$ cat src/rtl/mipi_align_ctrl_if.sv
`default_nettype none
// ============================================================================
//  mipi_align_ctrl_if
//  Bundle between the bit-shift search / framing logic and the word-alignment
//  lock controller.
//    enable       : synchronous run enable (low forces the controller to SEARCH)
//    sync_hit     : per-shift sync pattern hit pulses, one bit per candidate
//    shift_sel    : committed shift index for the datapath mux
//    locked       : alignment committed and healthy
//    row_start    : one-cycle qualified line-start pulse while locked
//    align_err    : one-cycle miss/timeout pulse while locked
//    relock_count : saturating count of lock losses
//  master = driver of enable/sync_hit, slave = the lock controller.
//  Revision: 1.0  initial release
// ============================================================================
interface mipi_align_ctrl_if #(
  parameter int NUM_SHIFT = 6
);
  logic                 enable;
  logic [NUM_SHIFT-1:0] sync_hit;
  logic [2:0]           shift_sel;
  logic                 locked;
  logic                 row_start;
  logic                 align_err;
  logic [7:0]           relock_count;

  modport master (
    output enable, sync_hit,
    input  shift_sel, locked, row_start, align_err, relock_count
  );

  modport slave (
    input  enable, sync_hit,
    output shift_sel, locked, row_start, align_err, relock_count
  );
endinterface
`default_nettype wire

$ cat src/rtl/mipi_align_ctrl.sv
`default_nettype none
// ============================================================================
//  mipi_align_ctrl
//  Word-alignment lock controller for the single-lane CSI-2 deserializer.
//  Qualifies sync hits over several lines before committing a shift, then
//  supervises the committed alignment and drops back to search after
//  repeated misses or line timeouts.
//  Ports:
//    img_clk : pixel/word clock, rising edge
//    resetb  : asynchronous active-low reset
//    bus     : mipi_align_ctrl_if slave (enable, sync_hit in; shift_sel,
//              locked, row_start, align_err, relock_count out, all registered)
//  Revision: 1.0  initial release
// ============================================================================
module mipi_align_ctrl #(
  parameter int NUM_SHIFT    = 6,
  parameter int LOCK_HITS    = 4,
  parameter int LOSS_MISSES  = 3,
  parameter int LINE_TIMEOUT = 4000,
  parameter int CNT_W        = 12
) (
  input  wire logic          img_clk,
  input  wire logic          resetb,
  mipi_align_ctrl_if.slave   bus
);

  typedef enum logic [1:0] {
    ST_SEARCH = 2'd0,
    ST_VERIFY = 2'd1,
    ST_LOCKED = 2'd2
  } state_t;

  localparam logic [CNT_W-1:0] C_TIMEOUT   = CNT_W'(LINE_TIMEOUT);
  localparam logic [3:0]       C_LOCK_HITS = 4'(LOCK_HITS);
  localparam logic [3:0]       C_LOSS      = 4'(LOSS_MISSES);

  // Index of the lowest set bit; 0 when nothing is set.
  function automatic logic [2:0] lsb_idx(input logic [NUM_SHIFT-1:0] v);
    logic [2:0] r;
    r = 3'd0;
    for (int i = NUM_SHIFT - 1; i >= 0; i--) begin
      if (v[i]) r = 3'(i);
    end
    return r;
  endfunction

  // Bit select by a 3-bit index that stays safe for any NUM_SHIFT.
  function automatic logic bit_at(input logic [NUM_SHIFT-1:0] v, input logic [2:0] idx);
    logic r;
    r = 1'b0;
    for (int i = 0; i < NUM_SHIFT; i++) begin
      if (3'(i) == idx) r = v[i];
    end
    return r;
  endfunction

  state_t           state_q, state_d;
  logic [2:0]       cand_q, cand_d;
  logic [3:0]       hit_cnt_q, hit_cnt_d;
  logic [3:0]       miss_cnt_q, miss_cnt_d;
  logic [CNT_W-1:0] gap_q, gap_d;
  logic [2:0]       shift_sel_q, shift_sel_d;
  logic             locked_q, locked_d;
  logic             row_start_q, row_start_d;
  logic             align_err_q, align_err_d;
  logic [7:0]       relock_q, relock_d;

  logic       hit_any;
  logic [2:0] hit_lsb;
  logic       cand_match;
  logic       sel_match;
  logic       timeout;
  logic [3:0] hit_inc;
  logic [3:0] miss_inc;

  assign hit_any    = |bus.sync_hit;
  assign hit_lsb    = lsb_idx(bus.sync_hit);
  assign cand_match = bit_at(bus.sync_hit, cand_q);
  assign sel_match  = bit_at(bus.sync_hit, shift_sel_q);
  assign timeout    = (gap_q == C_TIMEOUT);
  assign hit_inc    = hit_cnt_q + 4'd1;
  assign miss_inc   = miss_cnt_q + 4'd1;

  always_comb begin
    state_d     = state_q;
    cand_d      = cand_q;
    hit_cnt_d   = hit_cnt_q;
    miss_cnt_d  = miss_cnt_q;
    gap_d       = gap_q;
    shift_sel_d = shift_sel_q;
    locked_d    = locked_q;
    row_start_d = 1'b0;
    align_err_d = 1'b0;
    relock_d    = relock_q;

    if (!bus.enable) begin
      // shift_sel and relock_count deliberately survive a disable
      state_d    = ST_SEARCH;
      locked_d   = 1'b0;
      cand_d     = 3'd0;
      hit_cnt_d  = 4'd0;
      miss_cnt_d = 4'd0;
      gap_d      = '0;
    end else begin
      case (state_q)
        ST_SEARCH: begin
          gap_d = '0;
          if (hit_any) begin
            cand_d    = hit_lsb;
            hit_cnt_d = 4'd1;
            state_d   = ST_VERIFY;
          end
        end

        ST_VERIFY: begin
          gap_d = gap_q + CNT_W'(1);
          if (cand_match) begin
            hit_cnt_d = hit_inc;
            gap_d     = '0;
            if (hit_inc == C_LOCK_HITS) begin
              state_d     = ST_LOCKED;
              shift_sel_d = cand_q;
              locked_d    = 1'b1;
              miss_cnt_d  = 4'd0;
              hit_cnt_d   = 4'd0;
            end
          end else if (hit_any) begin
            // a different shift showed up: restart qualification on it
            cand_d    = hit_lsb;
            hit_cnt_d = 4'd1;
            gap_d     = '0;
          end else if (timeout) begin
            state_d   = ST_SEARCH;
            hit_cnt_d = 4'd0;
            gap_d     = '0;
          end
        end

        ST_LOCKED: begin
          gap_d = gap_q + CNT_W'(1);
          if (sel_match) begin
            // extra set bits alongside the committed one are tolerated
            row_start_d = 1'b1;
            miss_cnt_d  = 4'd0;
            gap_d       = '0;
          end else if (hit_any || timeout) begin
            align_err_d = 1'b1;
            miss_cnt_d  = miss_inc;
            gap_d       = '0;
            if (miss_inc == C_LOSS) begin
              state_d    = ST_SEARCH;
              locked_d   = 1'b0;
              miss_cnt_d = 4'd0;
              if (relock_q != 8'hFF) relock_d = relock_q + 8'd1;
            end
          end
        end

        default: begin
          state_d  = ST_SEARCH;
          locked_d = 1'b0;
          gap_d    = '0;
        end
      endcase
    end
  end

  always_ff @(posedge img_clk or negedge resetb) begin
    if (!resetb) begin
      state_q     <= ST_SEARCH;
      cand_q      <= 3'd0;
      hit_cnt_q   <= 4'd0;
      miss_cnt_q  <= 4'd0;
      gap_q       <= '0;
      shift_sel_q <= 3'd0;
      locked_q    <= 1'b0;
      row_start_q <= 1'b0;
      align_err_q <= 1'b0;
      relock_q    <= 8'd0;
    end else begin
      state_q     <= state_d;
      cand_q      <= cand_d;
      hit_cnt_q   <= hit_cnt_d;
      miss_cnt_q  <= miss_cnt_d;
      gap_q       <= gap_d;
      shift_sel_q <= shift_sel_d;
      locked_q    <= locked_d;
      row_start_q <= row_start_d;
      align_err_q <= align_err_d;
      relock_q    <= relock_d;
    end
  end

  assign bus.shift_sel    = shift_sel_q;
  assign bus.locked       = locked_q;
  assign bus.row_start    = row_start_q;
  assign bus.align_err    = align_err_q;
  assign bus.relock_count = relock_q;

endmodule
`default_nettype wire

$ cat src/flat_wrapper.sv
// flat-port wrapper written by rule: the top's interface ports become plain ports
module mipi_align_ctrl_flat 
#(
  parameter int NUM_SHIFT    = 6,
  parameter int LOCK_HITS    = 4,
  parameter int LOSS_MISSES  = 3,
  parameter int LINE_TIMEOUT = 4000,
  parameter int CNT_W        = 12
)
  (img_clk, resetb, bus_enable, bus_sync_hit, bus_shift_sel, bus_locked, bus_row_start, bus_align_err, bus_relock_count);
  mipi_align_ctrl_if #(.NUM_SHIFT(NUM_SHIFT)) bus_i ();
  input  wire logic img_clk;
  input  wire logic resetb;
  input wire logic [$bits(bus_i.enable)-1:0] bus_enable;
  input wire logic [$bits(bus_i.sync_hit)-1:0] bus_sync_hit;
  output wire logic [$bits(bus_i.shift_sel)-1:0] bus_shift_sel;
  output wire logic [$bits(bus_i.locked)-1:0] bus_locked;
  output wire logic [$bits(bus_i.row_start)-1:0] bus_row_start;
  output wire logic [$bits(bus_i.align_err)-1:0] bus_align_err;
  output wire logic [$bits(bus_i.relock_count)-1:0] bus_relock_count;
  assign bus_i.enable = bus_enable;
  assign bus_i.sync_hit = bus_sync_hit;
  assign bus_shift_sel = bus_i.shift_sel;
  assign bus_locked = bus_i.locked;
  assign bus_row_start = bus_i.row_start;
  assign bus_align_err = bus_i.align_err;
  assign bus_relock_count = bus_i.relock_count;
  mipi_align_ctrl #(.NUM_SHIFT(NUM_SHIFT), .LOCK_HITS(LOCK_HITS), .LOSS_MISSES(LOSS_MISSES), .LINE_TIMEOUT(LINE_TIMEOUT), .CNT_W(CNT_W)) u_core (.img_clk(img_clk), .resetb(resetb), .bus(bus_i));
endmodule
$ cat config.mk
export PLATFORM = sky130hd
export DESIGN_NAME = mipi_align_ctrl_flat
export DESIGN_NICKNAME = d
export VERILOG_FILES = /design/src/rtl/mipi_align_ctrl_if.sv /design/src/rtl/mipi_align_ctrl.sv /design/src/flat_wrapper.sv
export SDC_FILE = /design/constraint.sdc
export NUM_CORES = 1
export LEC_CHECK = 0
export BUFFER_PORTS_ARGS = -buffer_cell sky130_fd_sc_hd__buf_2
export CAP_MARGIN = 15
export CORE_UTILIZATION = 50
export DETAILED_ROUTE_END_ITERATION = 12
export HOLD_SLACK_MARGIN = 0.02
export PLACE_DENSITY = 0.69
export SYNTH_ARGS = -nofsm -noshare
export SYNTH_HDL_FRONTEND = slang
export SYNTH_SLANG_ARGS = --single-unit
$ cat constraint.sdc
create_clock -name img_clk -period 7.88 [get_ports img_clk]
set_clock_uncertainty 0.2 [all_clocks]
set_input_delay 1.576 -clock img_clk [delete_from_list [all_inputs] [get_ports img_clk]]
set_output_delay 1.576 -clock img_clk [all_outputs]
set_load 0.1 [all_outputs]
==> results list, run 1 <==
- Clock period minus final worst setup slack: 3.802 ns
- The analysis attributes to net switching a power of 140.5 uW.
- Among all flip-flop cells after synthesis, the most frequent one is dfrtp_1.
* Final worst hold slack: ~0.30 ns
- The core region is 4354 um2.
- Number of iterations in the first detailed-routing pass: 4
- Async set-reset flop share out of synthesis: 1.000
- Average cell area after synthesis: 9.869 um2
* Final setup violation count: 0
- Of the total power, the share spent switching nets is 0.2999.
- Non-filler instance count after layout: 310
- DRC viols: 0
- The endpoint identified for the worst register-to-register timing path is u_core.bus.relock_count[7].
* Cell Area, Synth: approximately 2300 um2
* Total wire length: around 4300 um
- Average vias per placed instance: between 5 and 6
- Comb power frac: 0.219
* Cell internal power dissipation: 327.9 uW
- In this run the tool buffered the top-level ports with 22 buffer cells.
* Number of antenna violations at the first check in global routing: 0
- In the global route stage, overall resource usage came out at 0.2003.
* Yosys warning total: 0
- Number of unique standard cell types used by synthesis: 48
* Non-Filler Cell Area, Final: 2536 um2
- Final-stage net count: ~280
- Clock Power Share: 0.314
- The share of total power dissipated in sequential elements is 0.467.
- The path with the worst hold slack has its endpoint at u_core.bus.relock_count[6].
- Die Ht: 69.53 um
- Most common library cell in the layout ignoring fill and taps: dfrtp_1
- Post-synthesis sequential element count: 39
- Weighted congestion at the end of routability-driven global placement: just under 0.9
* Commonest non-fill, non-tap cells in the layout: 39 x dfrtp_1, 30 x nor2_1, 22 x buf_2
* Data required time of the worst path: a little under 8 ns
* Layout cell share with drive strength beyond 1: 0.1512
- R2r setup slk: 5.00 ns
- Pin count of the biggest net entering global routing: 40
* Endpoints failing hold: 0
- Fin Setup TNS: 0 ns
- Crit path max fanout: 8
- Die span in x: 69.53 um
- Along the worst hold path, the cell count comes to 1.
- Clock-pin slew was measured on the worst setup and hold paths at 0.07 ns.
- In this run the static leakage power is 0.001206 uW.
- 0 antenna diodes ended up in the layout.
- Number of DRC markers after the initial detailed-route iteration: roughly 100
* EDFF count, synth: 0
- Startpoint of the lowest-slack hold path: u_core.bus.relock_count[6]
- Path class of the lowest-slack min-delay path: register to register
- Of the post-synthesis cell area, the dominant cell type holds 0.4281.
* Deepest clock path buffer count: 2
* Half-perimeter wire length of the detailed placement result: 3111 um
- Worst VDD drop: 0.1234 mV
- Sequential area share after synthesis: 0.4281
* Number of setup buffers added after CTS: 0
- Setup repair after global routing missed its margin: false
- In this run the remaining antenna-violating nets after routing total 0.
- The later pin in the worst-skew pair is clocked with a latency of between 0.2 and 0.3 ns.
* Worst slew margin: 0.4383
* Cells after Synth: around 230
- STA classifies the critical path startpoint as an input port.
- Type of the worst setup path: input port to register
- Clock root cell: clkbuf_8
- During I/O placement, the number of pins put on the boundary was 23.
- For this block, the via count after detailed routing is approximately 1800.
* Number of standard-cell rows in the floorplan: 24
- In the final routed layout, each cell accounts on average for 13.85 um.
* Starting density of the core: 0.5236
- Area added between synthesis and finish: 11.25%
* Hold Buf Count CTS: 0
- Count of final max-slew check failures: 0
* FILL cells: 389
- At the worst endpoint, the arrival time is 3.81 ns.
- Across the run, the number of max-cap violations was 0.
- Cell taking the most area after synthesis: dfrtp_1
- Overall die area: 4834 um2
- DP Area: 2436 um2
* Type of element capturing the critical path: register
- CTS tree: done
* Total global routing overflow: 0
* R2R depth: 6
* Final period utilization: 0.4825
* CTS Sinks: 39
- The H-tree was split into 2 levels.
- By area the synthesized netlist is led by dfrtp_1 43%, ha_1 6.0%, xor2_1 5.8%, nor2_1 4.9%, mux2_1 4.4%.
- Global-route wire length before repair: 7734 um
- Resized cells post-CTS: 0
- Number of CTS-inserted buffers: 5
* Outcome: completed
- The via count of the first global-routing pass is 1681.
- Dividing total power by cell area gives a power density of 184.7 nW/um2.
* Worst Tran Pin Value: 0.8426 ns
- In this run the critical register-to-register path is launched from u_core.bus.shift_sel[0].
- Synthesized Nets: 251
- Placed Instances: 302
- Static timing analysis puts the maximum clock frequency at 263.0 MHz.
## registers in the layout, summed over array words and instances (netlist names)
name                     flops
u_core.bus.shift_sel         3
u_core.miss_cnt_q            4
u_core.bus.row_start         1
u_core.hit_cnt_q             4
u_core.bus.align_err         1
u_core.cand_q                3
u_core.bus.locked            1
u_core.bus.relock_count      8
u_core.state_q               2
u_core.gap_q                12
## cells by family (layout without fill, tap and decap cells)
logic type      count (synthesis)  after routing  synth area share
compound gates                 30             30            0.1004
xor+xnor                       19             19           0.07300
fa+ha+maj                      11             11           0.06037
buf+inv                        15             42           0.02799
flops                          39             39            0.4281
mux                            15             15           0.07135
simple gates                  102            102            0.2388
## Yosys cell counts, types with 4 or more instances
cell type	instances
ha_1	11
xor2_1	15
xnor2_1	4
nor2_1	30
nand2_1	17
nor3_2	4
inv_1	12
mux2_1	9
mux2i_1	5
dfrtp_1	39
o31ai_1	6
nand2b_1	5
nor3_1	5
nand3_1	17
and3_1	5
## worst max path at each step
stage / slack [ns] / depth (start not counted) / startpoint / end
after floorplan: 4.13 / 6 / bus_sync_hit[3] / u_core.bus.relock_count[1]
after global placement: 3.84 / 6 / bus_sync_hit[3] / u_core.bus.relock_count[1]
after detailed placement: 3.81 / 7 / bus_sync_hit[3] / u_core.bus.relock_count[7]
after CTS: 4.12 / 7 / bus_sync_hit[3] / u_core.bus.relock_count[7]
after global routing: 4.01 / 7 / bus_sync_hit[3] / u_core.bus.relock_count[5]
final: 4.08 / 7 / bus_sync_hit[3] / u_core.bus.relock_count[7]
## power by group through the flow
| stage | sequential, uW | clock, uW | combinational, uW |
|---|---|---|---|
| CTS | 219 | 153 | 102 |
| global placement | 222 | 0 | 101 |
| global route | 220 | 162 | 115 |
| floorplan | 224 | 0 | 73.3 |
| detailed placement | 223 | 0 | 101 |
| finish | 219 | 147 | 102 |
## stage by stage
step           setup slack, ns  power, uW  utilization
6_report                 4.078      468.4       0.5825
5_1_grt                  4.010      497.6       0.5825
4_1_cts                  4.118      473.5       0.5825
3_5_place_dp             3.812      323.9       0.5595
3_3_place_gp             3.841      322.9       0.5595
2_1_floorplan            4.129      297.5            -
## critical path, stage by stage
cell and delay, ns:
buf_2 0.11, mux2_1 0.31, a222oi_1 0.56, nand3_2 0.22, or4_4 0.64, nor3_2 0.22, xor2_1 0.17
## metal layers
layer	up-vias	global-route usage	routed length (um)
met5	-	0	0
met4	0	0.07256	62
met3	6	0.04797	163
met2	43	0.3107	1994
met1	832	0.2733	2071
li1	872	-	-
## cell type report
class,count,area [um2],area share
Timing Repair Buffer,22,110.1,0.04341
Clock buffer,8,100.1,0.03947
Tap cell,52,65.06,0.02565
Sequential cell,39,975.9,0.3848
Inverter,12,45.04,0.01776
Multi-Input combinational cell,177,1240,0.4889
No activity file was read; power rests on OpenSTA's default activity.
==> run 2: changes to the inputs <==
- clock period: 7.88 -> 3.7 ns (I/O delays scaled with it)
==> results list, run 2 (synthesis gave the netlist of run 1 again) <==
- Outcome: completed
- The H-tree generated during clock tree synthesis spans 2 levels.
* Die span in x: approximately 70 um
* Half-perimeter wire length of the detailed placement result: 3155 um
* R2r setup slk: 0.81 ns
- The first global-routing pass estimated 7679 um of wire.
- Crit path max-delay cell type: or4_4
- Number of antenna violations at the first check in global routing: 0
- Type of element capturing the critical path: register
- Clock latency of the later-clocked register in the worst-skew pair: 0.29 ns
- The sequential cells in the finished layout cover a total of 975.9 um2.
* Count of final max-slew check failures: 0
* Pin count of the biggest net entering global routing: 40
* Weighted congestion at the end of routability-driven global placement: 0.8694
- For this run the aggregate overflow at the end of global routing stands at 0.
- The final hold violation count came to 0.
* Worst hold path endpoint: u_core.bus.relock_count[6]
- Final period utilization: 0.8063
* Critical path's largest stage delay: 0.64 ns
- Clock transition at path regs: 0.07 ns
- The number of hold buffers added after CTS was 0.
- After routing the design area is 2517 um2.
- Clock period minus final worst setup slack: 2.983 ns
- Counting instances, the worst hold path has a depth of 1.
- Max-cap violations in this run came to 0.
- The detail route stage leaves a number of antenna-violating nets equal to 0.
- FILL cells: 397
- 0 antenna diodes ended up in the layout.
- The worst pin sits at a relative slew slack of 0.4258.
* Starting density of the core: 0.5236
- The routed layout has 1766 vias.
- Power per standard cell area: about 380 nW/um2
* Number of standard-cell rows in the floorplan: 24
- Total wire length: 4328 um
* Wire length per cell: ~14 um
- After detailed placement, the total cell area comes to 2436 um2.
- CTS tree: done
- During I/O placement, the number of pins put on the boundary was 23.
* Path class of the lowest-slack min-delay path: register to register
* Worst VDD drop: 0.2316 mV
- The final layout contains 277 nets.
* Resized cells post-CTS: 0
- Layout cell share with drive strength beyond 1: 0.1473
- For this run, the share of the core covered by cells in the final layout is 0.5782.
- Leaving out fill and tap cells, the most frequent cell in the layout is dfrtp_1.
- Area of the multi-input gates: around 1200 um2
* Placeable core region: 4354 um2
- Fin Setup TNS: 0 ns
- Area added between synthesis and finish: 10.43%
* Count of buffers from port buffering: 22
- Data required time of the worst path: between 3 and 4 ns
- Fmax: between 300 and 400 MHz
- In this run the critical register-to-register path is launched from u_core.bus.shift_sel[0].
* Final setup violation count: 0
- Clock root cell: clkbuf_8
- Commonest non-fill, non-tap cells in the layout: 39 x dfrtp_1, 30 x nor2_1, 22 x buf_2
- The via count of the first global-routing pass is 1690.
- The worst setup path is launched from an input port.
* Number of setup buffers added after CTS: 0
- Crit path depth: 7
* Register with the most flip-flops: u_core.gap_q
- Deepest clock path buffer count: 2
* Critical Path, Cell by Cell: buf_2, mux2_1, a222oi_1, nand3_2, or4_4, nor3_2, xor2_1
- The worst register-to-register path ends at u_core.bus.relock_count[7].
* DRC viols: 0
- For this block, the initial DRC count from the detailed router was 87.
* Setup repair after global routing missed its margin: false
- CTS Sinks: 39
* Crit path DAT: 2.99 ns
- Buffers inserted during clock tree synthesis total 5.
- The worst register-to-register path has a depth of 6.
- Worst Tran Pin Value: 0.8613 ns
- Measured along the y axis, the die boundary spans 69.53 um.
* Critical path buffer and inverter count: 1
* Overall die area: 4834 um2
- Across every metal layer, demand over resource in global routing totals 0.2004.
* Number of iterations in the first detailed-routing pass: 4
- Broken down by cell family, the worst path's largest delay share belongs to simple AND/OR/NAND/NOR gates.
- Type of the worst setup path: input port to register
- In this run the worst path has a maximum fanout of 8.
* Startpoint of the lowest-slack hold path: u_core.bus.relock_count[6]
* Leakage power of the design: about 0.0012 uW
- The register with the most flip-flops in the layout has 12 of them.
- In the routed layout, each cell is associated on average with a via count of 5.697.
[run 2: cell count changes in the layout (fill, tap and decap cells not counted)]
cell / before / now
clkbuf_1: 1 / 2
clkbuf_8: 7 / 5
clkinv_2: 0 / 1
[run 2: report_power, final]
part           internal, uW  switching [uW]  leakage, uW
clock                   132             142    0.0000422
sequential              445            20.5     0.000535
combinational          83.1             137     0.000620
[run 2: worst register-to-register path: cells and delay by family (launching register included)]
kind	cells	cell delay, ns
simple gates	3	1.07
compound gates	1	0.58
xor+xnor	1	0.18
flops	1	0.42
mux	1	0.36
[run 2: area by class of cell]
class / count / share of cell area
multi-input combinational: 177 / 0.4925
timing repair buffer: 22 / 0.04374
clock buffer: 7 / 0.03032
clock inverter: 1 / 0.001988
sequential: 39 / 0.3877
inverter: 12 / 0.01789
tap: 52 / 0.02584
[run 2: worst max path at each step]
stage / from / to / slack, ns
final: bus_sync_hit[3] / u_core.bus.relock_count[7] / 0.72
after floorplan: u_core.bus.shift_sel[0] / u_core.bus.relock_count[1] / 0.46
after detailed placement: bus_sync_hit[3] / u_core.bus.relock_count[7] / 0.46
after global placement: bus_sync_hit[3] / u_core.bus.relock_count[1] / 0.50
after global routing: bus_sync_hit[3] / u_core.bus.relock_count[5] / 0.69
after CTS: bus_sync_hit[3] / u_core.bus.relock_count[7] / 0.77
[run 2: routing by layer]
metal / share of wire / global-route usage / up-vias
li1: - / - / 877
met1: 0.48 / 0.2672 / 855
met2: 0.46 / 0.3128 / 24
met3: 0.031 / 0.04942 / 10
met4: 0.024 / 0.08163 / 0
met5: 0 / 0 / -
[run 2: through the flow]
step	setup WS [ns]	power, uW	hold slack [ns]	instances
after floorplan	0.4618	633.5	0.2444	231
after global placement	0.4970	687.7	0.2803	302
after global routing	0.6887	1021	0.3354	310
after CTS	0.7692	970.7	0.3114	310
after detailed placement	0.4625	689.8	0.3016	302
final	0.7167	960.8	0.3082	310
